<file path="src/rtl/clk_gen_sweep_ctrl_if.sv">
// rtl/clk_gen_sweep_ctrl_if.sv - sweep configuration handshake and divider drive bundle
interface clk_gen_sweep_ctrl_if #(
   parameter int RESOLUTION  = 32,
   parameter int DWELL_WIDTH = 16
);
   logic                   cfg_valid;
   logic                   cfg_ready;
   logic [RESOLUTION-1:0]  cfg_start;
   logic [RESOLUTION-1:0]  cfg_stop;
   logic [RESOLUTION-1:0]  cfg_step;
   logic [DWELL_WIDTH-1:0] cfg_dwell;
   logic [RESOLUTION-1:0]  ns;
   logic                   gen_enable;
   logic                   gen_overflow;

   // Host/divider side.
   modport master (
      output cfg_valid, cfg_start, cfg_stop, cfg_step, cfg_dwell, gen_overflow,
      input  cfg_ready, ns, gen_enable
   );

   // Sweep controller side.
   modport slave (
      input  cfg_valid, cfg_start, cfg_stop, cfg_step, cfg_dwell, gen_overflow,
      output cfg_ready, ns, gen_enable
   );
endinterface

</file>
<file path="src/rtl/clk_gen_sweep_ctrl.sv">
// rtl/clk_gen_sweep_ctrl.sv - steps a clock divider's period through start..stop with a per-point dwell
module clk_gen_sweep_ctrl #(
   parameter int RESOLUTION  = 32,
   parameter int DWELL_WIDTH = 16
) (
   input  logic                 clk,
   input  logic                 reset,
   clk_gen_sweep_ctrl_if.slave  cfg,
   input  logic                 abort,
   output logic                 busy,
   output logic                 step_strobe,
   output logic                 done
);
   typedef enum logic [1:0] {S_IDLE, S_ARM, S_RUN, S_DONE} state_t;

   state_t                 state_q, state_d;
   logic [RESOLUTION-1:0]  ns_q, ns_d;
   logic [RESOLUTION-1:0]  stop_q, stop_d;
   logic [RESOLUTION-1:0]  step_q, step_d;
   logic [DWELL_WIDTH-1:0] dwell_cfg_q, dwell_cfg_d;
   logic [DWELL_WIDTH-1:0] dwell_q, dwell_d;
   logic                   desc_q, desc_d;
   logic                   en_q, en_d;
   logic                   ready_q, ready_d;
   logic                   busy_q, busy_d;
   logic                   strobe_q, strobe_d;
   logic                   done_q, done_d;

   logic [DWELL_WIDTH-1:0] dwell_lim;
   logic [DWELL_WIDTH:0]   dwell_inc;
   logic                   dwell_hit;
   logic [RESOLUTION:0]    sum;
   logic [RESOLUTION:0]    diff;
   logic                   finish;

   // A zero dwell still holds each point for one overflow.
   assign dwell_lim = (dwell_cfg_q == '0) ? DWELL_WIDTH'(1) : dwell_cfg_q;
   assign dwell_inc = {1'b0, dwell_q} + 1'b1;
   assign dwell_hit = cfg.gen_overflow && (dwell_inc == {1'b0, dwell_lim});

   // The extra top bit is carry-out (ascending) or borrow (descending).
   assign sum  = {1'b0, ns_q} + {1'b0, step_q};
   assign diff = {1'b0, ns_q} - {1'b0, step_q};
   assign finish = (ns_q == stop_q) || (step_q == '0) ||
                   (desc_q ? (diff[RESOLUTION] || (diff[RESOLUTION-1:0] < stop_q))
                           : (sum[RESOLUTION]  || (sum[RESOLUTION-1:0]  > stop_q)));

   always_comb begin
      state_d     = state_q;
      ns_d        = ns_q;
      stop_d      = stop_q;
      step_d      = step_q;
      dwell_cfg_d = dwell_cfg_q;
      dwell_d     = dwell_q;
      desc_d      = desc_q;
      en_d        = en_q;
      ready_d     = ready_q;
      busy_d      = busy_q;
      strobe_d    = 1'b0;
      done_d      = 1'b0;

      case (state_q)
         S_IDLE: begin
            if (cfg.cfg_valid) begin
               stop_d      = cfg.cfg_stop;
               step_d      = cfg.cfg_step;
               dwell_cfg_d = cfg.cfg_dwell;
               ns_d        = cfg.cfg_start;
               desc_d      = cfg.cfg_start > cfg.cfg_stop;
               dwell_d     = '0;
               state_d     = S_ARM;
               ready_d     = 1'b0;
               busy_d      = 1'b1;
               en_d        = 1'b0;
            end
         end
         S_ARM: begin
            if (abort) begin
               state_d = S_IDLE;
               en_d    = 1'b0;
               busy_d  = 1'b0;
               ready_d = 1'b1;
            end else begin
               state_d = S_RUN;
               en_d    = 1'b1;
               dwell_d = '0;
            end
         end
         S_RUN: begin
            if (abort) begin
               state_d = S_IDLE;
               en_d    = 1'b0;
               busy_d  = 1'b0;
               ready_d = 1'b1;
            end else if (dwell_hit) begin
               if (finish) begin
                  state_d = S_DONE;
                  en_d    = 1'b0;
                  busy_d  = 1'b0;
                  done_d  = 1'b1;
               end else begin
                  ns_d     = desc_q ? diff[RESOLUTION-1:0] : sum[RESOLUTION-1:0];
                  strobe_d = 1'b1;
                  dwell_d  = '0;
               end
            end else if (cfg.gen_overflow) begin
               dwell_d = dwell_inc[DWELL_WIDTH-1:0];
            end
         end
         S_DONE: begin
            state_d = S_IDLE;
            ready_d = 1'b1;
         end
         default: begin
            state_d = S_IDLE;
            en_d    = 1'b0;
            busy_d  = 1'b0;
            ready_d = 1'b1;
         end
      endcase
   end

   always_ff @(posedge clk) begin
      if (reset) begin
         state_q     <= S_IDLE;
         ns_q        <= '0;
         stop_q      <= '0;
         step_q      <= '0;
         dwell_cfg_q <= '0;
         dwell_q     <= '0;
         desc_q      <= 1'b0;
         en_q        <= 1'b0;
         ready_q     <= 1'b1;
         busy_q      <= 1'b0;
         strobe_q    <= 1'b0;
         done_q      <= 1'b0;
      end else begin
         state_q     <= state_d;
         ns_q        <= ns_d;
         stop_q      <= stop_d;
         step_q      <= step_d;
         dwell_cfg_q <= dwell_cfg_d;
         dwell_q     <= dwell_d;
         desc_q      <= desc_d;
         en_q        <= en_d;
         ready_q     <= ready_d;
         busy_q      <= busy_d;
         strobe_q    <= strobe_d;
         done_q      <= done_d;
      end
   end

   assign cfg.cfg_ready  = ready_q;
   assign cfg.ns         = ns_q;
   assign cfg.gen_enable = en_q;
   assign busy           = busy_q;
   assign step_strobe    = strobe_q;
   assign done           = done_q;
endmodule
</file>
<file path="src/flat_wrapper.sv">
// flat-port wrapper written by rule: the top's interface ports become plain ports
module clk_gen_sweep_ctrl_flat 
#(
   parameter int RESOLUTION  = 32,
   parameter int DWELL_WIDTH = 16
)
  (clk, reset, abort, busy, step_strobe, done, cfg_cfg_valid, cfg_cfg_start, cfg_cfg_stop, cfg_cfg_step, cfg_cfg_dwell, cfg_gen_overflow, cfg_cfg_ready, cfg_ns, cfg_gen_enable);
  clk_gen_sweep_ctrl_if #(.RESOLUTION(RESOLUTION), .DWELL_WIDTH(DWELL_WIDTH)) cfg_i ();
  input  logic clk;
  input  logic reset;
  input  logic abort;
  output logic busy;
  output logic step_strobe;
  output logic done;
  input wire logic [$bits(cfg_i.cfg_valid)-1:0] cfg_cfg_valid;
  input wire logic [$bits(cfg_i.cfg_start)-1:0] cfg_cfg_start;
  input wire logic [$bits(cfg_i.cfg_stop)-1:0] cfg_cfg_stop;
  input wire logic [$bits(cfg_i.cfg_step)-1:0] cfg_cfg_step;
  input wire logic [$bits(cfg_i.cfg_dwell)-1:0] cfg_cfg_dwell;
  input wire logic [$bits(cfg_i.gen_overflow)-1:0] cfg_gen_overflow;
  output wire logic [$bits(cfg_i.cfg_ready)-1:0] cfg_cfg_ready;
  output wire logic [$bits(cfg_i.ns)-1:0] cfg_ns;
  output wire logic [$bits(cfg_i.gen_enable)-1:0] cfg_gen_enable;
  assign cfg_i.cfg_valid = cfg_cfg_valid;
  assign cfg_i.cfg_start = cfg_cfg_start;
  assign cfg_i.cfg_stop = cfg_cfg_stop;
  assign cfg_i.cfg_step = cfg_cfg_step;
  assign cfg_i.cfg_dwell = cfg_cfg_dwell;
  assign cfg_i.gen_overflow = cfg_gen_overflow;
  assign cfg_cfg_ready = cfg_i.cfg_ready;
  assign cfg_ns = cfg_i.ns;
  assign cfg_gen_enable = cfg_i.gen_enable;
  clk_gen_sweep_ctrl #(.RESOLUTION(RESOLUTION), .DWELL_WIDTH(DWELL_WIDTH)) u_core (.clk(clk), .reset(reset), .cfg(cfg_i), .abort(abort), .busy(busy), .step_strobe(step_strobe), .done(done));
endmodule
</file>
<file path="config.mk">
export PLATFORM = sky130hd
export DESIGN_NAME = clk_gen_sweep_ctrl_flat
export DESIGN_NICKNAME = d
export VERILOG_FILES = /design/src/rtl/clk_gen_sweep_ctrl_if.sv /design/src/rtl/clk_gen_sweep_ctrl.sv /design/src/flat_wrapper.sv
export SDC_FILE = /design/constraint.sdc
export NUM_CORES = 1
export LEC_CHECK = 0
export CORE_ASPECT_RATIO = 0.75
export CORE_MARGIN = 5
export CORE_UTILIZATION = 30
export CTS_CLUSTER_DIAMETER = 100
export DETAILED_ROUTE_END_ITERATION = 8
export GPL_ROUTABILITY_DRIVEN = 1
export HOLD_SLACK_MARGIN = 0.06
export MAX_ROUTING_LAYER = met4
export PLACE_DENSITY = 0.52
export SLEW_MARGIN = 0
export SYNTH_ARGS = -nofsm -noshare
export SYNTH_HDL_FRONTEND = slang
export SYNTH_SLANG_ARGS = --single-unit
</file>
<file path="constraint.sdc">
create_clock -name clk -period 6.5 [get_ports clk]
set_input_delay 1.95 -clock clk [delete_from_list [all_inputs] [get_ports clk]]
set_output_delay 1.95 -clock clk [all_outputs]
set_load 0.05 [all_outputs]
</file>
==> flow_summary_export.csv, run 1 <==
group,metric,value,unit
sta,finalSetupViolCount,0,
clock_network,cts-root-buf,"clkbuf_16",
critical_path,end_kind,"flop",
placement,hpwl,42.5,mm
pwr,power_density,242,mW/mm²
clock_network,cts_tree,"yes",
drt,wire_per_inst,21.9,µm
sta,slew_headroom,27.8,%
critical_path,startpoint_type,"flop",
final_layout,layout_common_cells,"nand2_1 (256), a21oi_1 (201), ha_1 (164), clkdlybuf4s50_1 (152)",
clock_network,cts_hold_buf,0,
yosys,yosysWarnings,0,
yosys,avgSynthCellArea,7.45,µm²
placement,dp_cells,2392,
yosys,syn_area,0.0130,mm²
placement,gp_congestion,0.969,
final_layout,drive_gt1_share,4.91,%
global_routing,grt_use_met2,31.6,%
yosys,synth_top_family_by_area,"compound AO/OA/AOI/OAI gates",
sta,worst_slew_pin_slew,1080,ps
final_layout,multi_input_area,0.00931,mm²
global_routing,antenna_found_initial,0,
clock_network,cts_made_buffers,17,
clock_network,ctsResizeCount,0,
sta,fmax,166,MHz
floorplan,pin_count,154,
drt,drc,0,
sta,slew_viol_final,0,
global_routing,grt_usage,22.5,%
drt,drtAntennaViolNets,0,
drt,first_pass_iters,5,
global_routing,grt_use_met1,32.5,%
sta,hold_viol,0,
drt,vias_per_cell,5.46,
floorplan,core,0.0424,mm²
sta,rsz0062_at_grt,"false",
yosys,synth-compound-area-share,24.4,%
global_routing,grt_first_pass_wirelength,80.2,mm
final_layout,layout_commonest_cell,"nand2_1",
clock_network,clk_pin_slew,70,ps
placement,io_buffers,153,
yosys,ys_seq_area_share,21.0,%
yosys,ys_ff_latch,136,
sta,tns,0,ps
global_routing,busiest_layer,"met1",
global_routing,grt_max_degree,70,
yosys,synth_cell_types,95,
sta,fin_skew,13.0,ps
floorplan,die_y,190,µm
clock_network,clkSinkCount,136,
floorplan,die_w,250,µm
final_layout,area.growth.synth_to_final,20.1,%
pwr,vdd_drop_max,203,µV
floorplan,rows,65,
clock_network,htreeDepth,4,
final_layout,diodes,0,
yosys,synth_edf_count,0,
drt,totalWireLength,53.1,mm
final_layout,fillers,4434,
global_routing,use_met3,5.78,%
final_layout,nets,2126,
run,max_cap_viol_count,0,
yosys,synth_mux_area_share,1.26,%
pwr,finalPower,3.77,mW
drt,num_vias,13200,
floorplan,start_util,30.6,%
yosys,syn_inst,1738,
sta,period_minus_slack,6020,ps
critical_path,crit_fanout,25,
global_routing,grt_pass1_vias,12700,
status,status,"complete, no violations",
final_layout,final-seq-area,0.00272,mm²
floorplan,dieArea,0.0475,mm²
clock_network,clockBufferDepth,2,
final_layout,fin_cells,2424,
yosys,yosys.area_share.simple,22.3,%
critical_path,crit_type,"reg2reg",
clock_network,cts_setup_buffers,0,
critical_path,worstPathArrival,6400,ps
yosys,synthesis.nets,2022,
sta,period_share,92.5,%
critical_path,required,6880,ps
yosys,ys_async_sr_fraction,0,%
yosys,synthFlopType,"dfxtp_1",
pwr,leakage,6.20,nW
drt,initialDrtViolationCount,1085,
yosys,synth_fa_ha_area_share,16.2,%
min_path,hold_path_class,"reg2reg",
yosys,synth_xor_area_share,7.64,%
global_routing,overflow,0,
clock_network,clkLatencyLatePin,460,ps
worst max-delay path, cell delays in order, from the launching register on:
cell and delay [ps]:
dfxtp_1 360, ha_1 240, fa_1 410, nor2b_1 170, o311ai_0 460, a31oi_1 290
a31o_2 350, a21o_1 280, a311oi_1 390, xnor2_1 160, ha_1 320, nand4_1 220
nor4_1 540, nand2_1 120, o311a_1 390, o211a_1 170, o211ai_4 280, buf_4 380
a221oi_1 150, a211oi_2 250
per-stage QoR:
stage / utilization [%] / area [µm²] / hold slack [ps] / worst slack (ps)
finish: 36.7 / 15600 / 489 / 485
detailed placement: 35.3 / 14900 / 465 / 592
global route: 36.7 / 15600 / 512 / 130
CTS: 36.7 / 15600 / 486 / 558
floorplan: - / 13000 / 436 / 1500
global placement: 35.3 / 14900 / 474 / 664
power by group:
group          leakage, nW  internal, mW  total, mW  switching [mW]
Combinational         4.79         0.673       1.76            1.08
Clock                0.294         0.619       1.03           0.414
Sequential            1.11         0.892      0.981          0.0889
Total                 6.20          2.18       3.77            1.59
routing by layer:
metal,vias up,share of wire (%)
li1,6402,-
met1,6284,49
met2,480,41
met3,58,8.7
met4,0,1.7
met5,-,0
cells by family after synthesis:
kind of cell / after synthesis
simple gates: 605
compound gates: 474
buf+inv: 227
fa+ha+maj: 167
flops: 136
xor+xnor: 113
mux: 16
sequential cells by signal, indices dropped and copies added (netlist names):
| signal | flops |
|---|---|
| u_core.cfg.ns | 32 |
| u_core.stop_q | 32 |
| u_core.done | 1 |
| u_core.step_strobe | 1 |
| u_core.dwell_q | 16 |
| u_core.cfg.gen_enable | 1 |
| u_core.state_q | 2 |
| u_core.busy | 1 |
| u_core.desc_q | 1 |
| u_core.step_q | 32 |
| u_core.dwell_cfg_q | 16 |
| u_core.cfg.cfg_ready | 1 |
path summary, 6_finish.rpt:
check | cells past startpoint | slack, ps | endpoint | start
max | 19 | 480 | u_core.cfg.ns[2] | u_core.cfg.ns[0]
min | 2 | 490 | u_core.cfg.gen_enable | u_core.cfg.gen_enable
max reg2reg | 19 | 480 | u_core.cfg.ns[2] | u_core.cfg.ns[0]
min reg2reg | 2 | 490 | u_core.cfg.gen_enable | u_core.cfg.gen_enable
cell usage after synthesis (8+ instances only):
| master | number | area [µm²] |
|---|---|---|
| nand2_1 | 257 | 965 |
| a21oi_1 | 201 | 1010 |
| ha_1 | 165 | 2060 |
| dfxtp_1 | 136 | 2720 |
| inv_1 | 136 | 510 |
| nor2_1 | 109 | 409 |
| xnor2_1 | 100 | 876 |
| clkbuf_1 | 51 | 191 |
| nand4_1 | 43 | 269 |
| nor3_1 | 39 | 195 |
| nand3_1 | 37 | 185 |
| a21o_1 | 36 | 270 |
| o21ai_0 | 33 | 165 |
| a211oi_1 | 31 | 233 |
| nor4_1 | 25 | 156 |
| buf_2 | 22 | 110 |
| o211ai_1 | 21 | 158 |
| nor2b_1 | 17 | 106 |
| a31oi_1 | 16 | 100 |
| nand2b_1 | 15 | 93.8 |
| o21a_1 | 15 | 113 |
| mux2i_1 | 14 | 140 |
| xor2_1 | 13 | 114 |
| and3_1 | 12 | 75.1 |
| nor3b_1 | 9 | 67.6 |
| o31ai_1 | 9 | 67.6 |
| o211a_1 | 8 | 80.1 |
cell type report:
cell class                      instances  share of cell area, %
Multi-Input combinational cell       1375                   59.9
Sequential cell                       136                   17.5
Tap cell                              569                   4.58
Clock buffer                           24                   3.22
Inverter                              139                   3.35
Clock inverter                          8                  0.708
Timing Repair Buffer                  173                   10.8
Power figures use the tool's default switching activity.
==> run 2: changes to the inputs <==
- PLACE_DENSITY: 0.52 -> default
- PLACE_DENSITY_LB_ADDON: default -> 0.05
==> flow_summary_export.csv, run 2 (synthesis gave the netlist of run 1 again) <==
group,metric,value,unit
status,status,"complete, no violations",
global_routing,antenna_found_initial,0,
run,max_cap_viol_count,0,
drt,wire_per_inst,23.3,µm
pwr,vdd_drop_max,211,µV
global_routing,grt_pass1_vias,12800,
clock_network,clockBufferDepth,2,
drt,initialDrtViolationCount,1110,
final_layout,layout_common_cells,"nand2_1 (256), a21oi_1 (200), ha_1 (164), clkdlybuf4s50_1 (152), dfxtp_1 (136)",
drt,vias_per_cell,5.45,
placement,io_buffers,153,
critical_path,end_kind,"flop",
floorplan,start_util,30.6,%
floorplan,pin_count,154,
min_path,hold_path_class,"reg2reg",
placement,gp_congestion,0.939,
floorplan,core,0.0424,mm²
final_layout,fin_util,36.9,%
final_layout,layout_commonest_cell,"nand2_1",
drt,drc,0,
pwr,internal_power,2.18,mW
sta,rsz0062_at_grt,"false",
clock_network,clk_pin_slew,80,ps
global_routing,grt_max_degree,76,
pwr,p_clk_share,28.0,%
critical_path,startpoint_type,"flop",
sta,finalSetupViolCount,0,
floorplan,die_y,190,µm
sta,slew_viol_final,0,
sta,worst_slew_pin_slew,1150,ps
placement,place_area,0.0150,mm²
pwr,p_sw_share,43.2,%
sta,slew_headroom,23.2,%
pwr,finalPower,3.84,mW
clock_network,cts_made_buffers,17,
clock_network,cts_hold_buf,0,
clock_network,cts_tree,"yes",
critical_path,crit_type,"reg2reg",
clock_network,clkSinkCount,136,
drt,totalWireLength,56.7,mm
clock_network,cts_setup_buffers,0,
sta,tns,0,ps
pwr,power_density,245,mW/mm²
sta,hold_viol,0,
final_layout,postLayoutCellArea,0.0156,mm²
placement,hpwl,45.3,mm
final_layout,drive_gt1_share,5.53,%
critical_path,worstPathArrival,6450,ps
floorplan,die_w,250,µm
final_layout,area.growth.synth_to_final,20.7,%
global_routing,grt_first_pass_wirelength,84.5,mm
clock_network,cts-root-buf,"clkbuf_16",
drt,drtAntennaViolNets,0,
pwr,p_switching,1.66,mW
critical_path,crit_fanout,14,
final_layout,fillers,4520,
floorplan,rows,65,
clock_network,htreeDepth,4,
pwr,seq_power_share,25.7,%
sta,fmax,164,MHz
sta,hold_ws,484,ps
clock_network,clkLatencyLatePin,470,ps
final_layout,diodes,0,
drt,num_vias,13300,
clock_network,ctsResizeCount,0,
sta,period_share,93.6,%
sta,fin_skew,18.4,ps
critical_path,required,6870,ps
drt,first_pass_iters,8,
final_layout,nets,2135,
pwr,p_comb_share,46.3,%
pwr,leakage,6.25,nW
global_routing,overflow,0,
sta,period_minus_slack,6080,ps
floorplan,dieArea,0.0475,mm²
global_routing,grt_usage,24.1,%
## run 2: changes by cell type in the layout (fill, tap and decap cells not counted), moves of 2 or more
cell      change
buf_4         +9
clkbuf_8      -5
clkbuf_1      -2
clkinv_4      +2
inv_6         +2
## run 2: critical path, cell delays in order (launching register included)
cell      delay (ps)
dfxtp_1          510
ha_1             400
o211ai_1         220
a21oi_1          120
o21ai_0          840
nand3_1          340
a41oi_1          530
xnor2_1          230
ha_1             300
and4_1           200
a221oi_1         560
nand4_1          240
a31oi_1          340
a311oi_2         120
o211ai_4         310
buf_4            290
nand2_4          140
a32o_1           280
## run 2: worst paths after layout
| check | from | to | slack [ps] | cells after the start |
|---|---|---|---|---|
| worst max-delay path | u_core.cfg.ns[2] | u_core.cfg.ns[24] | 420 | 17 |
| worst min-delay path | u_core.dwell_cfg_q[6] | u_core.dwell_cfg_q[6] | 480 | 2 |
| worst max register to register | u_core.cfg.ns[2] | u_core.cfg.ns[24] | 420 | 17 |
| worst min register to register | u_core.dwell_cfg_q[6] | u_core.dwell_cfg_q[6] | 480 | 2 |
## run 2: cell type report
type	instances	area, µm²	area share (%)
clock buffer	17	425	2.72
clock inverter	15	191	1.22
inverter	139	522	3.34
multi-input combinational	1375	9320	59.6
sequential	136	2720	17.4
tap	569	712	4.55
timing repair buffer	182	1750	11.2
## run 2: per-stage QoR
stage | cells | setup slack [ps]
3_5_place_dp | 2401 | 463
3_3_place_gp | 2401 | 570
5_1_grt | 2433 | 149
6_report | 2433 | 415
4_1_cts | 2433 | 459
2_1_floorplan | 1738 | 1500
## run 2: power by group through the flow
stage / Clock (mW) / Combinational (mW) / Sequential [mW]
after floorplan: 0 / 1.10 / 1.03
after global placement: 0 / 1.75 / 1.00
after detailed placement: 0 / 1.74 / 1.01
after CTS: 1.10 / 1.75 / 0.986
after global routing: 1.14 / 1.95 / 0.996
final: 1.08 / 1.78 / 0.986
## run 2: routing by layer
metal  track usage, %  wire (µm)  vias up
met1             36.7      29800     6381
met4             5.43        918        0
met5                -          0        -
li1                 -          -     6407
met3             5.06       3860       43
met2             32.3      22100      425
